$ cat config.mk
export PLATFORM = sky130hd
export DESIGN_NAME = soric_core_sched
export DESIGN_NICKNAME = d
export VERILOG_FILES = /design/src/rtl/soric_core_sched.sv
export SDC_FILE = /design/constraint.sdc
export NUM_CORES = 1
export LEC_CHECK = 0
export BUFFER_PORTS_ARGS = -buffer_cell sky130_fd_sc_hd__clkbuf_2
export CAP_MARGIN = 20
export CORE_AREA = 5 5 139 141
export CTS_CLUSTER_DIAMETER = 40
export DETAILED_ROUTE_END_ITERATION = 6
export DIE_AREA = 0 0 144 146
export PLACE_DENSITY_LB_ADDON = 0.1
export SLEW_MARGIN = 5
export SYNTH_ARGS = -nofsm -noshare
export SYNTH_HDL_FRONTEND = slang
export SYNTH_SLANG_ARGS = --single-unit
$ cat constraint.sdc
create_clock -name wb_clk_i -period 2.29 [get_ports wb_clk_i]
set_clock_uncertainty 0.2 [all_clocks]
set_input_delay 0.1145 -clock wb_clk_i [delete_from_list [all_inputs] [get_ports wb_clk_i]]
set_output_delay 0.1145 -clock wb_clk_i [all_outputs]
set_load 0.005 [all_outputs]
$ cat src/rtl/soric_core_sched.sv
// SoRIC ibex cluster sequencer and shared-SRAM arbiter.
// Walks the cores through IDLE -> PROG -> BOOT -> RUN -> DONE from the pad control word.
// In PROG the Wishbone host owns the SRAM; in RUN the enabled cores share it round-robin.
// Optional watchdog in RUN: define SORIC_WDT_EN.
module soric_core_sched #(
  parameter int unsigned NUM_CORES   = 4,
  parameter int unsigned AW          = 10,
  parameter int unsigned BOOT_CYCLES = 8,
  parameter int unsigned WDT_CYCLES  = 65536
) (
  input  logic                    wb_clk_i,
  input  logic                    wb_rst_i,
  input  logic [9:0]              ctrl_i,
  input  logic                    host_req_i,
  input  logic                    host_we_i,
  input  logic [AW-1:0]           host_addr_i,
  input  logic [31:0]             host_wdata_i,
  output logic                    host_gnt_o,
  output logic                    host_rvalid_o,
  input  logic [NUM_CORES-1:0]    core_req_i,
  input  logic [NUM_CORES-1:0]    core_we_i,
  input  logic [NUM_CORES*AW-1:0] core_addr_i,
  input  logic [NUM_CORES*32-1:0] core_wdata_i,
  output logic [NUM_CORES-1:0]    core_gnt_o,
  output logic [NUM_CORES-1:0]    core_rvalid_o,
  output logic [31:0]             rdata_o,
  input  logic [NUM_CORES-1:0]    core_halt_i,
  output logic [NUM_CORES-1:0]    core_rst_no,
  output logic [NUM_CORES-1:0]    core_fetch_en_o,
  output logic                    mem_en_o,
  output logic                    mem_we_o,
  output logic [AW-1:0]           mem_addr_o,
  output logic [31:0]             mem_wdata_o,
  input  logic [31:0]             mem_rdata_i,
  output logic [2:0]              state_o,
  output logic                    err_o,
  output logic                    done_o
);

  localparam int unsigned PtrW = (NUM_CORES > 1) ? $clog2(NUM_CORES) : 1;
  localparam int unsigned CntW = (BOOT_CYCLES > 1) ? $clog2(BOOT_CYCLES) : 1;

  typedef enum logic [2:0] {
    StIdle = 3'd0,
    StProg = 3'd1,
    StBoot = 3'd2,
    StRun  = 3'd3,
    StDone = 3'd4
  } state_e;

  state_e               state_q, state_d;
  logic [9:0]           ctrl_meta_q, ctrl_s_q;
  logic                 start_prev_q;
  logic [NUM_CORES-1:0] mask_q, mask_d, mask_in;
  logic [CntW-1:0]      boot_cnt_q, boot_cnt_d;
  logic [PtrW-1:0]      rr_q, rr_d;
  logic                 host_rvalid_q, host_rvalid_d;
  logic [NUM_CORES-1:0] core_rvalid_q, core_rvalid_d;
  logic                 err_q, err_d;

  logic                 prog, start_rise, all_halted, abort, zero_start, wdt_trip;
  logic [NUM_CORES-1:0] req_m, gnt_vec;
  logic [PtrW-1:0]      gnt_idx;
  logic                 gnt_found;

  assign prog       = ctrl_s_q[4];
  assign start_rise = ctrl_s_q[5] & ~start_prev_q;
  assign all_halted = ((core_halt_i & mask_q) == mask_q);
  assign abort      = (state_q == StRun) && !prog;
  assign zero_start = (state_q == StProg) && prog && start_rise && (mask_in == '0);

  // Reserved control bits are synchronized but deliberately unused.
  logic unused_ctrl;
  assign unused_ctrl = ^ctrl_s_q[9:6];

  // Two-flop synchronizer for the asynchronous pad word, plus start edge history.
  always_ff @(posedge wb_clk_i or posedge wb_rst_i) begin
    if (wb_rst_i) begin
      ctrl_meta_q  <= '0;
      ctrl_s_q     <= '0;
      start_prev_q <= 1'b0;
    end else begin
      ctrl_meta_q  <= ctrl_i;
      ctrl_s_q     <= ctrl_meta_q;
      start_prev_q <= ctrl_s_q[5];
    end
  end

  // Enable mask from the pad word, keeping only bits that name a real core.
  always_comb begin
    mask_in = '0;
    for (int i = 0; i < NUM_CORES; i++) begin
      if (i < 4) mask_in[i] = ctrl_s_q[i];
    end
  end

`ifdef SORIC_WDT_EN
  logic [31:0] wdt_q, wdt_d;

  // Watchdog counts RUN cycles; it restarts from zero on every RUN entry.
  always_comb begin
    wdt_d = (state_q == StRun) ? wdt_q + 32'd1 : 32'd0;
  end

  // Watchdog register.
  always_ff @(posedge wb_clk_i or posedge wb_rst_i) begin
    if (wb_rst_i) wdt_q <= '0;
    else          wdt_q <= wdt_d;
  end

  assign wdt_trip = (state_q == StRun) && prog && !all_halted &&
                    (wdt_q == 32'(WDT_CYCLES - 1));
`else
  logic [31:0] unused_wdt;
  assign unused_wdt = 32'(WDT_CYCLES);
  assign wdt_trip   = 1'b0;
`endif

  // Round-robin search over masked requests, starting at the pointer.
  always_comb begin
    int cand;
    logic [PtrW-1:0] cand_idx;
    cand      = 0;
    cand_idx  = '0;
    gnt_found = 1'b0;
    gnt_idx   = '0;
    gnt_vec   = '0;
    req_m     = (state_q == StRun) ? (core_req_i & mask_q) : '0;
    for (int off = 0; off < NUM_CORES; off++) begin
      cand = int'(rr_q) + off;
      if (cand >= int'(NUM_CORES)) cand = cand - int'(NUM_CORES);
      cand_idx = PtrW'(cand);
      if (!gnt_found && req_m[cand_idx]) begin
        gnt_found = 1'b1;
        gnt_idx   = cand_idx;
      end
    end
    if (gnt_found) gnt_vec[gnt_idx] = 1'b1;
  end

  // State register.
  always_ff @(posedge wb_clk_i or posedge wb_rst_i) begin
    if (wb_rst_i) state_q <= StIdle;
    else          state_q <= state_d;
  end

  // Next-state logic; abort has priority over halt and watchdog in RUN.
  always_comb begin
    state_d = state_q;
    case (state_q)
      StIdle: if (prog) state_d = StProg;
      StProg: begin
        if (!prog)                                state_d = StIdle;
        else if (start_rise && (mask_in != '0))  state_d = StBoot;
      end
      StBoot: if (boot_cnt_q == CntW'(BOOT_CYCLES - 1)) state_d = StRun;
      StRun: begin
        if (!prog)          state_d = StIdle;
        else if (all_halted) state_d = StDone;
        else if (wdt_trip)   state_d = StDone;
      end
      StDone: if (!prog && !ctrl_s_q[5]) state_d = StIdle;
      default: state_d = StIdle;
    endcase
  end

  // Datapath next-state: mask latch, boot counter, rr pointer, read responses, sticky error.
  always_comb begin
    mask_d = mask_q;
    if ((state_q == StProg) && prog && start_rise) mask_d = mask_in;
    boot_cnt_d = (state_q == StBoot) ? boot_cnt_q + 1'b1 : '0;
    rr_d = rr_q;
    if (gnt_found) rr_d = (gnt_idx == PtrW'(NUM_CORES - 1)) ? '0 : gnt_idx + 1'b1;
    host_rvalid_d = (state_q == StProg) && host_req_i && !host_we_i;
    // A read granted in the abort cycle must not answer after the cores are reset.
    core_rvalid_d = abort ? '0 : (gnt_vec & ~core_we_i);
    err_d         = err_q | zero_start | wdt_trip;
  end

  // Datapath registers.
  always_ff @(posedge wb_clk_i or posedge wb_rst_i) begin
    if (wb_rst_i) begin
      mask_q        <= '0;
      boot_cnt_q    <= '0;
      rr_q          <= '0;
      host_rvalid_q <= 1'b0;
      core_rvalid_q <= '0;
      err_q         <= 1'b0;
    end else begin
      mask_q        <= mask_d;
      boot_cnt_q    <= boot_cnt_d;
      rr_q          <= rr_d;
      host_rvalid_q <= host_rvalid_d;
      core_rvalid_q <= core_rvalid_d;
      err_q         <= err_d;
    end
  end

  // State-decoded outputs and SRAM port steering.
  always_comb begin
    host_gnt_o      = 1'b0;
    core_gnt_o      = '0;
    core_rst_no     = '0;
    core_fetch_en_o = '0;
    done_o          = 1'b0;
    mem_en_o        = 1'b0;
    mem_we_o        = 1'b0;
    mem_addr_o      = '0;
    mem_wdata_o     = '0;
    case (state_q)
      StProg: begin
        host_gnt_o  = host_req_i;
        mem_en_o    = host_req_i;
        mem_we_o    = host_we_i;
        mem_addr_o  = host_addr_i;
        mem_wdata_o = host_wdata_i;
      end
      StBoot: core_rst_no = mask_q;
      StRun: begin
        core_rst_no     = mask_q;
        core_fetch_en_o = mask_q;
        core_gnt_o      = gnt_vec;
        if (gnt_found) begin
          mem_en_o    = 1'b1;
          mem_we_o    = core_we_i[gnt_idx];
          mem_addr_o  = core_addr_i[gnt_idx*AW +: AW];
          mem_wdata_o = core_wdata_i[gnt_idx*32 +: 32];
        end
      end
      StDone: begin
        core_rst_no = mask_q;
        done_o      = 1'b1;
      end
      default: ;
    endcase
  end

  assign state_o       = state_q;
  assign err_o         = err_q;
  assign host_rvalid_o = host_rvalid_q;
  assign core_rvalid_o = core_rvalid_q;
  assign rdata_o       = mem_rdata_i;

endmodule

=== Word-level counts from Yosys, hierarchy flattened ===
Cells that the tools add are included.

* Word-level logic and storage cells: 124
* Bits in registers: 31

* $lt $le $gt $ge: 10
* Reduce and logical (&&, ||, !) cells: 23
* Multiply operators: 1
* Add/subtract/negate cells: 9
* Bitwise logic cells: 7
* Equal/unequal tests: 12
* Shift-type cells: 2
* Muxes and demuxes: 50

{| class="wikitable"
|+ Operators with widths
! kind !! number
|-
| $shiftx 128x8->32 || 1
|-
| $pmux 32 s2 || 1
|-
| $shiftx 40x7->10 || 1
|-
| $mux 32 || 1
|-
| $mux 3 || 8
|-
| $mux 4 || 6
|-
| $pmux 10 s2 || 1
|-
| $mux 2 || 9
|-
| $lt 2x3->1 const B || 5
|-
| $pmux 3 s5 || 1
|-
| $mux 1 || 14
|-
| $and 4x4->4 || 3
|-
| $logic_and 1x1->1 || 12
|-
| $bmux 1 s2 || 5
|-
| $mux 10 || 1
|-
| $ge 3x3->1 const B || 3
|-
| $sub 2x1->2 const B || 4
|-
| $add 2x2->3 const B || 2
|-
| $eq 3x2->1 const B || 2
|-
| $eq 3x3->1 const B || 2
|-
| $logic_not 1->1 || 6
|-
| $ne 2x2->1 const B || 3
|-
| $ne 3x3->1 const B || 2
|-
| $mul 2x3->5 const B || 1
|-
| other kinds (19) || 20
|}

=== Logic depth before layout (Yosys ltp) ===
* Depth after elaboration: 21
* Mapped depth: 9

=== Worst setup path after synthesis ===
No wires, ideal clock.

* Path type: reg2reg
* Start point: register mask_q[3]
* End point: register rr_q[1]
* Stages on the path, launching flop included: 10
* Path slack: -0.054 ns
* Data required time: 1.965 ns
* Data arrival time: 2.019 ns
* Cell sequence: dfrtp_1 a21bo_2 nand2_1 a21o_1 or2_2 clkbuf_1 clkbuf_1 inv_1 ha_1 mux2_2

* Word-level cells in the longest chain between the ends: 16

{| class="wikitable"
|+ RTL lines
! item !! RTL line !! RTL
|-
| start, declared || 54 || <nowiki>logic [NUM_CORES-1:0] mask_q, mask_d, mask_in;</nowiki>
|-
| start signal, assigned || 190 || <nowiki>mask_q <= mask_d;</nowiki>
|-
| $and 4x4->4 * || 128 || <nowiki>req_m = (state_q == StRun) ? (core_req_i & mask_q) : '0;</nowiki>
|-
| $mux 4 * || 128 ||
|-
| $bmux 1 s2 || 133 || <nowiki>if (!gnt_found && req_m[cand_idx]) begin</nowiki>
|-
| $mux 1 (not written as such) || 133 ||
|-
| $mux 1 || 133 ||
|-
| $logic_not 1->1 || 133 ||
|-
| $logic_and 1x1->1 || 133 ||
|-
| $mux 1 || 133 ||
|-
| $logic_not 1->1 || 133 ||
|-
| $logic_and 1x1->1 || 133 ||
|-
| $mux 1 || 133 ||
|-
| $logic_not 1->1 || 133 ||
|-
| $logic_and 1x1->1 || 133 ||
|-
| $mux 2 || 133 ||
|-
| $add 2x1->2 / $eq 2x2->1 (equally long branches) || 173 || <nowiki>if (gnt_found) rr_d = (gnt_idx == PtrW'(NUM_CORES - 1)) ? '0 : gnt_idx + 1'b1;</nowiki>
|-
| $mux 2 || 173 ||
|-
| end signal, assigned || 192 || <nowiki>rr_q <= rr_d;</nowiki>
|-
| end, declared || 56 || <nowiki>logic [PtrW-1:0] rr_q, rr_d;</nowiki>
|}

Every way passes the cells marked *; elsewhere a longest branch is shown, timed or not. The select of a mux whose other input is x is not followed.
A chain may end at the register's enable or synchronous reset.

=== Final worst setup path ===
* Start point: register rr_q[1]
* End point: output port mem_wdata_o[10]

* Word-level cells in the longest chain between the ends: 17

{| class="wikitable"
|+ RTL lines
! item !! RTL line !! RTL
|-
| branches (longest 15 deep; another with $add 2x1->3) || - ||
|-
| $mux 32 * || 223 || <nowiki>if (gnt_found) begin</nowiki>
|-
| $pmux 32 s2 * || 210 || <nowiki>case (state_q)</nowiki>
|-
| end, declared || 33 || <nowiki>output logic [31:0] mem_wdata_o,</nowiki>
|}

Every way passes the cells marked *. The select of a mux whose other input is x is not followed.

==> summary.md <==
| Metric | Value |
|---|---|
| Average size of a mapped cell | `9.15 µm²` |
| Rows | `slightly below 50` |
| Final #Nets | `927` |
| CTS Buffer Depth | `2` |
| Max-cap viol count | `0` |
| Initial antenna violation count | `1` |
| Share of layout cells above drive strength 1 | `62.1%` |
| WHS | `0.00842 ns` |
| Pleak | `2.79 nW` |
| Peak per-stage delay on the critical path | `0.43 ns` |
| DRC errors left | `0` |
| Post-synth EDFFs | `0` |
| Failing checks | `setup timing` |
| Met2 usage | `26.7%` |
| Core area | `~0.018 mm²` |
| Clk sinks | `31` |
| Crit path from | `rr_q[1]` |
| Worst skew pair latency | `0.28 ns` |
| Reg2reg start | `rr_q[1]` |
| VDD IR max | `0.395 mV` |
| Reg clk slew, reported paths | `0.05 ns` |
| Worst path slowest cell | `dfrtp_2` |
| Crit Path Category | `flip-flop to output port` |
| CTS tree | `done` |
| Slew Limit Fails | `0` |
| Setup violations, final | `48` |
| WL/cell | `18.5 µm` |
| Most frequent cells in the layout | `clkbuf_2 (290), mux2i_1 (64), nand2_1 (46), o221ai_1 (34), dfrtp_1 (30)` |
| Area Growth Syn to Fin | `83.3%` |
| Top Ports | `367` |
| Vias | `~3900` |
| Crit path DAT | `2.32 ns` |
| Hold/Removal Path Class | `input port to asynchronous set/reset pin` |
| Synth unique cells | `40` |
| GRT Total Usage | `14.6%` |
| Yosys warning total | `0` |
| Kind of capture point of the worst setup path | `output port` |
| Status | `finished with violations` |
| Mapped Area | `0.00319 mm²` |
| Period minus WS final | `2.63 ns` |
| Worst setup SP type | `flip-flop` |
| Final Cycle Share | `115%` |
| CTS buffer count | `5` |
| Synth Instances | `349` |
| Dpl ws | `-0.170 ns` |
| Main flop type after synthesis | `dfrtp_1` |
| Routability-driven placement congestion ratio | `between 0.8 and 0.9` |
| Die area | `0.0210 mm²` |
| Starting Density | `17.9%` |
| F_max | `0.380 GHz` |
| Critical path, cell by cell | `and4b_1 -> a2111oi_4 -> buf_6 -> buf_12 -> clkbuf_16 -> mux2i_4 -> o221ai_1 -> clkbuf_2` |
| Largest area contributor in the netlist | `mux2i_1` |
| RSZ-0062 raised after global routing | `true` |
| Synth area leaders | `mux2i_1 (27%), dfrtp_1 (24%), o221ai_1 (12%)` |
| Final HPWL DP | `13.2 mm` |
| Vias per cell | `4.45` |
| DR pass1 iterations | `4` |
| Htree depth | `2` |
| Worst rel slew slack | `61.9%` |
| Clk root buf | `clkbuf_16` |
| Met3 Track Usage GR | `3.98%` |
| Commonest non-fill, non-tap cell in the layout | `clkbuf_2` |
| Number of global-route vias before repair | `4236` |
| Final WS setup | `-0.342 ns` |
| Routed wire length | `16.4 mm` |
| Starting DRT DRC Count | `slightly below 70` |
| Antenna viol nets, final | `0` |
| GR Util met1 | `16.8%` |
| Port bufs | `298` |
| WP data required | `1.98 ns` |
| First-pass GRT wire length | `24.1 mm` |
| Worst slew pin tran | `0.565 ns` |
| Synthesized Nets | `623` |
| FFs w/ async S/R, synth | `100%` |
| Die height | `146 µm` |
| Hold Fails Final Rpt | `0` |
| Sequential area share after synthesis | `between 20% and 30%` |
| Die width | `144 µm` |
| Critical path fanouts, max | `7` |
| Register bit total from synthesis | `31` |
| Largest net degree at the start of global routing | `31` |
| Power density over cell area | `~770 mW/mm²` |
| GRT busiest layer | `met2` |
| Top cell type's share of synthesized area | `26.9%` |
| Total gr overflow | `0` |
[layout make-up]
cell class                 count  area (µm²)
sequential                    31         777
timing repair buffer         355        2300
clock inverter                 2        60.1
tap                          229         287
clock buffer                   6         129
fill                        1898       12000
inverter                       9        41.3
antenna                        1        2.50
multi-input combinational    251        2260
[through the flow]
| step | TNS, ns | power (W) | instances | util (%) | cell area [µm²] |
|---|---|---|---|---|---|
| finish | -12.34 | 0.00453 | 884 | 32.8 | 5860 |
| global route | -17.72 | 0.00486 | 884 | 32.8 | 5860 |
| CTS | -12.88 | 0.00448 | 881 | 31.5 | 5630 |
| detailed placement | -1.76 | 0.00328 | 850 | 27.4 | 4890 |
| global placement | -0.877 | 0.00328 | 850 | 27.4 | 4890 |
| floorplan | 0 | 0.00206 | 349 | - | 3200 |
[flip-flops by register name (all words and copies together) (netlist names)]
register	count
host_rvalid_o	1
err_o	1
state_o	3
ctrl_s_q	6
boot_cnt_q	3
core_rvalid_o	4
start_prev_q	1
ctrl_meta_q	6
mask_q	4
rr_q	2
[final timing paths]
| path | endpoint | slack (ns) | depth (start not counted) |
|---|---|---|---|
| max | mem_wdata_o[10] | -0.34 | 8 |
| max in group asynchronous | rr_q[1] | 1.29 | 4 |
| min reg2reg | ctrl_s_q[0] | 0.15 | 0 |
| min in group wb_clk_i | rdata_o[22] | 0.03 | 0 |
| min | ctrl_meta_q[5] | 0.008 | 3 |
| max reg2reg | rr_q[1] | -0.01 | 8 |
[per-layer routing]
metal	vias to the layer above	wire [µm]
li1	1881	-
met1	1826	6220
met2	208	8260
met3	19	1600
met4	0	301
met5	-	0
[cells in the mapped netlist (3+ instances only)]
library cell and number:
inv_1 9, nor2_1 4, nor3b_1 6, a31oi_1 3
ha_1 6, a21oi_1 3, o221ai_1 43, nand2_1 48
nand2b_1 5, clkbuf_1 11, buf_4 39, buf_2 4
o21ai_0 3, nor2b_1 6, mux2i_1 86, dfrtp_1 31
mux2_2 5, and2_1 8
[critical path, delay by kind of cell (launching register included)]
| family | cells | cell delay [ns] |
|---|---|---|
| flops | 1 | 0.43 |
| simple gates | 1 | 0.24 |
| mux | 1 | 0.23 |
| compound gates | 2 | 0.47 |
| buf+inv | 4 | 0.66 |
[report_power, final]
part / switching [W] / internal, W / leakage (nW) / total, W
Clock: 0.000240 / 0.000623 / 0.0911 / 0.000863
Sequential: 0.0000825 / 0.000653 / 0.386 / 0.000736
Combinational: 0.00142 / 0.00150 / 2.31 / 0.00293
Total: 0.00175 / 0.00278 / 2.79 / 0.00453
[cells by family (layout without fill, tap and decap cells)]
group,Yosys count,count (layout),share of synthesized area [%]
multiplexers,91,91,28.7
AND/OR/NAND/NOR,90,90,14.1
buffers and inverters,67,372,13.6
AO/OA/AOI/OAI,64,64,17.0
flip-flops,31,31,24.3
adder cells (fa/ha/maj),6,6,2.35
other,0,1,0
[repair_timing]
action	in CTS	in global routing
endpoints found under the hold margin	42	0
resized for setup	53	46
hold buffers	13	0
endpoints found under the setup margin	47	51
setup buffers	6	1
gates cloned	5	1
pin swaps	20	9
(Power assumes the default switching activity.)
